**config.mk**
```make
export PLATFORM = sky130hd
export DESIGN_NAME = stream_harness_gen
export DESIGN_NICKNAME = d
export VERILOG_FILES = /design/src/rtl/stream_harness_gen_pkg.sv /design/src/rtl/stream_harness_gen_src_chan.sv /design/src/rtl/stream_harness_gen.sv
export SDC_FILE = /design/constraint.sdc
export NUM_CORES = 2
export LEC_CHECK = 0
export CAP_MARGIN = 10
export CORE_MARGIN = 4
export CORE_UTILIZATION = 45
export CTS_CLUSTER_DIAMETER = 40
export DETAILED_ROUTE_END_ITERATION = 6
export PLACE_DENSITY = 0.71
export SYNTH_ARGS = -nofsm -noshare
export SYNTH_HDL_FRONTEND = slang
export SYNTH_HIERARCHICAL = 1
export SYNTH_SLANG_ARGS = --single-unit
```
**constraint.sdc**
```tcl
create_clock -name clk -period 52 [get_ports clk]
set_input_delay 10.4 -clock clk [delete_from_list [all_inputs] [get_ports clk]]
set_output_delay 10.4 -clock clk [all_outputs]
set_load 0.02 [all_outputs]
```
**src/rtl/stream_harness_gen_pkg.sv**
```systemverilog
// Shared types, state encodings and the Galois LFSR step used by the stream harness.
package stream_harness_gen_pkg;

  typedef logic [1:0] harness_state_e;

  localparam harness_state_e StIdle = 2'd0;
  localparam harness_state_e StRun  = 2'd1;
  localparam harness_state_e StDone = 2'd2;
  localparam harness_state_e StFail = 2'd3;

  // Encoding 3 is a second spelling of incrementing mode.
  typedef enum logic [1:0] {
    ModeIncr  = 2'd0,
    ModeConst = 2'd1,
    ModeLfsr  = 2'd2,
    ModeIncr2 = 2'd3
  } src_mode_e;

  localparam int unsigned LfsrMaxW = 64;

  // Right-shifting Galois step; callers zero-extend narrower words and truncate the result.
  function automatic logic [LfsrMaxW-1:0] lfsr_step(input logic [LfsrMaxW-1:0] value,
                                                   input logic [LfsrMaxW-1:0] taps);
    lfsr_step = (value >> 1) ^ (value[0] ? taps : '0);
  endfunction

endpackage

```
**src/rtl/stream_harness_gen_src_chan.sv**
```systemverilog
// One source channel: LANES registered words advancing by increment, hold or LFSR step.
module stream_harness_gen_src_chan
  import stream_harness_gen_pkg::*;
#(
  parameter int unsigned        LANES     = 1,
  parameter int unsigned        DATA_W    = 16,
  parameter logic [DATA_W-1:0]  LFSR_TAPS = 16'hB400
) (
  input  logic                    clk,
  input  logic                    rst,
  input  logic                    clear,
  input  logic                    load,
  input  logic                    advance,
  input  logic [1:0]              mode,
  input  logic [DATA_W-1:0]       seed,
  output logic [LANES*DATA_W-1:0] data
);

  logic [1:0]              mode_q;
  logic [LANES*DATA_W-1:0] data_q, data_d;
  logic [LfsrMaxW-1:0]     step;

  always_comb begin
    data_d = data_q;
    step   = '0;
    for (int l = 0; l < LANES; l++) begin
      if (load) begin
        if (mode == ModeConst || mode == ModeLfsr) begin
          data_d[l*DATA_W +: DATA_W] = seed;
        end else begin
          data_d[l*DATA_W +: DATA_W] = seed + DATA_W'(l);
        end
      end else if (advance) begin
        unique case (mode_q)
          ModeConst: data_d[l*DATA_W +: DATA_W] = data_q[l*DATA_W +: DATA_W];
          ModeLfsr: begin
            step = lfsr_step(LfsrMaxW'(data_q[l*DATA_W +: DATA_W]), LfsrMaxW'(LFSR_TAPS));
            data_d[l*DATA_W +: DATA_W] = step[DATA_W-1:0];
          end
          default: data_d[l*DATA_W +: DATA_W] = data_q[l*DATA_W +: DATA_W] + DATA_W'(LANES);
        endcase
      end
    end
  end

  always_ff @(posedge clk or posedge rst) begin
    if (rst) begin
      data_q <= '0;
      mode_q <= ModeIncr;
    end else if (clear) begin
      data_q <= '0;
      mode_q <= ModeIncr;
    end else begin
      data_q <= data_d;
      if (load) mode_q <= mode;
    end
  end

  assign data = data_q;

endmodule

```
**src/rtl/stream_harness_gen.sv**
```systemverilog
// Stimulus/checker harness: NUM_IN pattern sources, NUM_OUT incrementing sink checkers,
// watchdog and first-mismatch capture around an accelerator under test.
module stream_harness_gen
  import stream_harness_gen_pkg::*;
#(
  parameter int unsigned       NUM_IN    = 9,
  parameter int unsigned       NUM_OUT   = 8,
  parameter int unsigned       LANES     = 1,
  parameter int unsigned       DATA_W    = 16,
  parameter int unsigned       CNT_W     = 32,
  parameter logic [DATA_W-1:0] LFSR_TAPS = 16'hB400,
  parameter int unsigned       TIMEOUT   = 4096
) (
  input  logic                              clk,
  input  logic                              rst,
  input  logic                              flush,
  input  logic                              start,
  input  logic [2*NUM_IN-1:0]               src_mode,
  input  logic [NUM_IN*DATA_W-1:0]          src_seed,
  input  logic [NUM_OUT*DATA_W-1:0]         chk_base,
  input  logic [CNT_W-1:0]                  chk_count,
  input  logic [NUM_IN-1:0]                 in_rd_en,
  output logic [NUM_IN*LANES*DATA_W-1:0]    in_data,
  input  logic [NUM_OUT-1:0]                out_valid,
  input  logic [NUM_OUT*LANES*DATA_W-1:0]   out_data,
  output logic                              busy,
  output logic                              done,
  output logic                              error,
  output logic                              timeout,
  output logic [$clog2(NUM_OUT):0]          err_chan,
  output logic [CNT_W-1:0]                  err_index,
  output logic [DATA_W-1:0]                 err_got,
  output logic [DATA_W-1:0]                 err_exp
);

  localparam int unsigned ChanW = $clog2(NUM_OUT) + 1;
  localparam int unsigned WdW   = $clog2(TIMEOUT + 1);

  harness_state_e state_q, state_d;
  logic           run, load;

  assign run  = (state_q == StRun);
  assign load = start && (state_q == StIdle);

  for (genvar c = 0; c < NUM_IN; c++) begin : g_src
    stream_harness_gen_src_chan #(
      .LANES     (LANES),
      .DATA_W    (DATA_W),
      .LFSR_TAPS (LFSR_TAPS)
    ) u_src (
      .clk     (clk),
      .rst     (rst),
      .clear   (flush),
      .load    (load),
      .advance (in_rd_en[c] && run),
      .mode    (src_mode[2*c +: 2]),
      .seed    (src_seed[c*DATA_W +: DATA_W]),
      .data    (in_data[c*LANES*DATA_W +: LANES*DATA_W])
    );
  end

  logic [NUM_OUT*LANES*DATA_W-1:0] exp_q, exp_d;
  logic [NUM_OUT*CNT_W-1:0]        cnt_q, cnt_d;
  logic [WdW-1:0]                  wd_q, wd_d;
  logic                            error_q;
  logic [ChanW-1:0]                err_chan_q;
  logic [CNT_W-1:0]                err_index_q;
  logic [DATA_W-1:0]               err_got_q, err_exp_q;

  logic              all_done, mis_any, ch_mis;
  logic [ChanW-1:0]  mis_chan;
  logic [CNT_W-1:0]  mis_index, cnt_c;
  logic [DATA_W-1:0] mis_got, mis_exp;
  int unsigned       lane_sel;

  // Channels are scanned low to high so the first one flagged wins the capture.
  always_comb begin
    exp_d     = exp_q;
    cnt_d     = cnt_q;
    all_done  = 1'b1;
    mis_any   = 1'b0;
    mis_chan  = '0;
    mis_index = '0;
    mis_got   = '0;
    mis_exp   = '0;
    ch_mis    = 1'b0;
    lane_sel  = 0;
    cnt_c     = '0;
    for (int c = 0; c < NUM_OUT; c++) begin
      cnt_c    = cnt_q[c*CNT_W +: CNT_W];
      ch_mis   = 1'b0;
      lane_sel = 0;
      if (cnt_c != chk_count) all_done = 1'b0;
      if (load) begin
        cnt_d[c*CNT_W +: CNT_W] = '0;
        for (int l = 0; l < LANES; l++) begin
          exp_d[(c*LANES+l)*DATA_W +: DATA_W] = chk_base[c*DATA_W +: DATA_W] + DATA_W'(l);
        end
      end else if (run && out_valid[c]) begin
        ch_mis = (cnt_c == chk_count);
        for (int l = LANES - 1; l >= 0; l--) begin
          if (out_data[(c*LANES+l)*DATA_W +: DATA_W] != exp_q[(c*LANES+l)*DATA_W +: DATA_W]) begin
            ch_mis   = 1'b1;
            lane_sel = l;
          end
        end
        if (ch_mis && !mis_any) begin
          mis_any   = 1'b1;
          mis_chan  = ChanW'(c);
          mis_index = cnt_c;
          mis_got   = out_data[(c*LANES+lane_sel)*DATA_W +: DATA_W];
          mis_exp   = exp_q[(c*LANES+lane_sel)*DATA_W +: DATA_W];
        end
        // A channel that already met its quota holds its expectation and count.
        if (cnt_c != chk_count) begin
          for (int l = 0; l < LANES; l++) begin
            exp_d[(c*LANES+l)*DATA_W +: DATA_W] =
              exp_q[(c*LANES+l)*DATA_W +: DATA_W] + DATA_W'(LANES);
          end
          if (cnt_c != {CNT_W{1'b1}}) cnt_d[c*CNT_W +: CNT_W] = cnt_c + CNT_W'(1);
        end
      end
    end
  end

  always_comb begin
    wd_d = wd_q;
    if (load) begin
      wd_d = '0;
    end else if (run) begin
      if (|out_valid)                  wd_d = '0;
      else if (wd_q != WdW'(TIMEOUT)) wd_d = wd_q + WdW'(1);
    end
  end

  always_comb begin
    state_d = state_q;
    unique case (state_q)
      StIdle: if (start) state_d = StRun;
      StRun: begin
        if (all_done)                   state_d = StDone;
        else if (wd_q == WdW'(TIMEOUT)) state_d = StFail;
      end
      default: state_d = state_q;
    endcase
  end

  always_ff @(posedge clk or posedge rst) begin
    if (rst) begin
      state_q     <= StIdle;
      wd_q        <= '0;
      cnt_q       <= '0;
      exp_q       <= '0;
      error_q     <= 1'b0;
      err_chan_q  <= '0;
      err_index_q <= '0;
      err_got_q   <= '0;
      err_exp_q   <= '0;
    end else if (flush) begin
      state_q     <= StIdle;
      wd_q        <= '0;
      cnt_q       <= '0;
      exp_q       <= '0;
      error_q     <= 1'b0;
      err_chan_q  <= '0;
      err_index_q <= '0;
      err_got_q   <= '0;
      err_exp_q   <= '0;
    end else begin
      state_q <= state_d;
      wd_q    <= wd_d;
      cnt_q   <= cnt_d;
      exp_q   <= exp_d;
      if (mis_any && !error_q) begin
        error_q     <= 1'b1;
        err_chan_q  <= mis_chan;
        err_index_q <= mis_index;
        err_got_q   <= mis_got;
        err_exp_q   <= mis_exp;
      end
    end
  end

  assign busy      = (state_q == StRun);
  assign done      = (state_q == StDone);
  assign timeout   = (state_q == StFail);
  assign error     = error_q;
  assign err_chan  = err_chan_q;
  assign err_index = err_index_q;
  assign err_got   = err_got_q;
  assign err_exp   = err_exp_q;

endmodule

```
==> results.py <==
metrics = {
    "outcome": {
        "status": "complete, but fails checks",
        "violations": "DRC",
    },
    "clock_tree": {
        "cts_resized": 0,
        "cts_setup_buffers": 0,
        "clk_transition_reported_paths_ns": 0.05,
        "root_buffer": "clkbuf_16",
        "clk_path_buf_depth": 3,
        "clock_latency_ns": 0.73,
        "cts_sinks": 629,
        "holdBufCountCts": 0,
        "htree_levels": 3,
        "tritoncts": "yes",
        "cts_made_buffers": 121,
    },
    "detailed_routing": {
        "drt_iter0_drc": 7167,
        "drt_first_pass_iters": 7,
        "ant_nets": 0,
        "vias": 46600,
        "routed_wl_mm": 206,
        "vias_per_cell": 6.59,
        "wl_per_cell_um": 29.1,
        "post-route-drc-count": 12,
    },
    "synth": {
        "synth-edff-count": 0,
        "synth_top_family_by_area": "simple AND/OR/NAND/NOR gates",
        "synth_fa_ha_area_frac": 0.00945,
        "ys_ff_latch": 629,
        "synth_top_cell_by_area": "dfrtp_1",
        "synthMuxAreaShare": 0.0104,
        "ys_types": 102,
        "syn_area_per_cell_um2": 8.56,
        "ys_seq_area_frac": 0.356,
        "async_flop_share": 1.00,
        "syn-num-nets": 5664,
        "yosysMostFrequentCell": "dfrtp_1",
        "netlist_top_cells_count": "629 x dfrtp_1, 537 x nor2_1, 383 x nand2_1, 362 x xnor2_1, 339 x o21ai_0",
        "ys_warn_count": 6,
        "synth_top_area_frac": 0.356,
        "ys_top_cells_by_area": "dfrtp_1 36%, xnor2_1 7.2%, xor2_1 6.5%, nor2_1 4.6%, o21ai_0 3.8%",
        "synthXorXnorAreaFrac": 0.136,
        "synth_simple_gate_area_frac": 0.232,
        "synth_compound_area_frac": 0.204,
        "syn_inst": 5166,
        "syn_area_um2": 44200,
        "ys_dominant_reg_cell": "dfrtp_1",
    },
    "power": {
        "clockPowerShare": 0.492,
        "p_seq_frac": 0.331,
        "switchingPower_uw": 530,
        "switching_share": 0.307,
        "combPwrFrac": 0.178,
        "p_leak_uw": 0.0217,
        "irDropWorstVdd_mv": 0.0287,
        "p_per_area_nw_per_um2": 30.9,
        "p_int_uw": 1200,
    },
    "die": {
        "chipWidth_um": 322,
        "num_rows": 114,
        "dieArea_um2": 103000,
        "start_util": 0.455,
        "core_um2": 97100,
        "die_h_um": 322,
        "ios": 687,
    },
    "sta": {
        "finalWorstSetupSlack_ns": 36.54,
        "finalHoldViolCount": 0,
        "fin_hold_ws_ns": 0.516,
        "finalSetupTns_ns": 0,
        "rsz0062_at_grt": "no",
        "max_freq_ghz": 0.0647,
        "setup_viol": 0,
        "fin_crit_ns": 15.46,
        "relSlewSlack": 0.121,
        "slew_violations": 0,
        "max_slew.worst_pin.slew_ns": 1.30,
        "clock_skew_ns": 0.0502,
        "period_share": 0.297,
    },
    "global_routing": {
        "antenna_found_initial": 41,
        "grt_pass1_wl_mm": 297,
        "grt_max_degree": 203,
        "grt_pass1_vias": 43500,
        "gr-total-overflow": 0,
        "grtUsageTotal": 0.380,
    },
    "cells_and_area": {
        "area_growth_pct": 26.3,
        "fin_nets": 6161,
        "fillCellCount": 8551,
        "regArea_um2": 15700,
        "drive_gt1_frac": 0.0662,
        "multi_input_area_um2": 26300,
        "instances_no_fill": 7077,
    },
    "critical_path": {
        "criticalPathCategory": "in -> reg",
        "cp.required_ns": 52.56,
        "path_max_fanout": 91,
        "crit_path_end_kind": "flop",
        "cp.arrival_ns": 16.02,
        "cp-start-kind": "input port",
    },
    "placement": {
        "numPortBuffers": 685,
        "dp_hpwl_mm": 155,
        "preCtsSetupSlack_ns": 35.95,
        "finalWeightedCongestion": 1.01,
        "dp_cells": 6815,
    },
    "flow_run": {
        "max_cap_viol_count": 0,
    },
    "hold_path": {
        "hp-class": "reg -> reg",
    },
}
-- metal layers --
| metal | part of all wire | routed length [um] | vias up | global-route usage |
|---|---|---|---|---|
| met5 | 0.00074 | 153 | - | 0 |
| met3 | 0.12 | 24000 | 682 | 0.101 |
| met4 | 0.066 | 13600 | 24 | 0.210 |
| met1 | 0.38 | 78200 | 22700 | 0.490 |
| li1 | - | - | 20000 | - |
| met2 | 0.44 | 90000 | 3182 | 0.580 |
-- critical path: stages --
cell and delay (ns):
clkdlybuf4s50_1 0.51, nand2_2 0.05, buf_4 0.24, inv_8 0.33
or2_4 0.18, buf_4 0.58, buf_4 0.81, buf_4 0.85
nor3_1 0.18, nand2_1 0.11, o21ai_0 0.44, nor4_1 0.69
nor3b_1 0.31, xnor2_1 0.15, nor2_1 0.05
-- power by group through the flow --
stage / logic (uW) / clock network, uW / registers, uW
finish: 306 / 849 / 571
detailed placement: 299 / 0 / 575
global placement: 296 / 0 / 574
CTS: 301 / 854 / 568
floorplan: 163 / 0 / 567
global route: 324 / 878 / 573
-- path summary, 6_finish.rpt --
path	start	to	slack (ns)	cells past startpoint
max in group asynchronous	rst	wd_q[4]	39.28	5
setup reg to reg	state_q[1]	cnt_q[31]	46.07	15
setup / recovery	start	cnt_q[31]	36.54	15
hold reg to reg	err_index[13]	err_index[13]	0.52	1
hold / removal	err_index[13]	err_index[13]	0.52	1
min in group asynchronous	rst	g_src[5].u_src/data[7]	10.42	3
-- stage by stage --
stage	util	instance area [um2]	total power (uW)
floorplan	-	44200	730
global route	0.575	55900	1770
CTS	0.575	55800	1720
finish	0.575	55900	1730
detailed placement	0.529	51400	874
global placement	0.529	51400	871
-- cell type report --
| cell class | instances | area share |
|---|---|---|
| flip-flops and latches | 629 | 0.282 |
| clock inverters | 82 | 0.0190 |
| diodes | 32 | 0.00143 |
| clock buffers | 147 | 0.0595 |
| inverters | 130 | 0.00900 |
| well taps | 1276 | 0.0286 |
| repair buffers | 739 | 0.131 |
| multi-input cells | 4042 | 0.470 |
-- flip-flops by register name, indices dropped and copies added, names as in the netlist --
| signal | flops |
|---|---|
| cnt_q | 256 |
| err_chan | 3 |
| err_exp | 16 |
| err_got | 16 |
| err_index | 32 |
| error | 1 |
| exp_q | 128 |
| g_src.u_src/data | 144 |
| g_src.u_src/mode_q | 18 |
| state_q | 2 |
| wd_q | 13 |
-- placed cells by master, fill, tap and decap left out, types with 18 or more instances in the layout --
cell type,count
a221o_1,84
xor2_1,327
a22oi_1,77
o21ai_0,339
nand3_1,230
ha_1,27
clkinvlp_4,19
xnor2_1,362
diode_2,32
nor3b_1,21
nor3_1,124
a32oi_1,18
nor2_1,534
nor4_1,94
inv_1,128
a31oi_1,39
a21oi_1,200
and4_1,32
clkinv_2,24
and2_1,49
buf_4,50
a222oi_1,55
nand2_1,382
o22a_1,60
a22o_1,22
clkbuf_16,123
o31ai_1,47
nand2b_1,50
nand4_1,208
bufinv_16,20
clkdlybuf4s50_1,684
a32o_1,70
or3_1,38
and3_1,96
mux2i_1,45
a211oi_1,49
o22ai_1,25
dfrtp_1,629
o211ai_1,41
-- cells by family after synthesis --
| group | after synthesis |
|---|---|
| AO/OA/AOI/OAI | 1271 |
| XOR/XNOR | 689 |
| other | 1 |
| AND/OR/NAND/NOR | 2000 |
| flip-flops | 629 |
| buffers and inverters | 495 |
| adder cells (fa/ha/maj) | 35 |
| multiplexers | 46 |
Note: power is estimated with default switching activity, not from simulation.
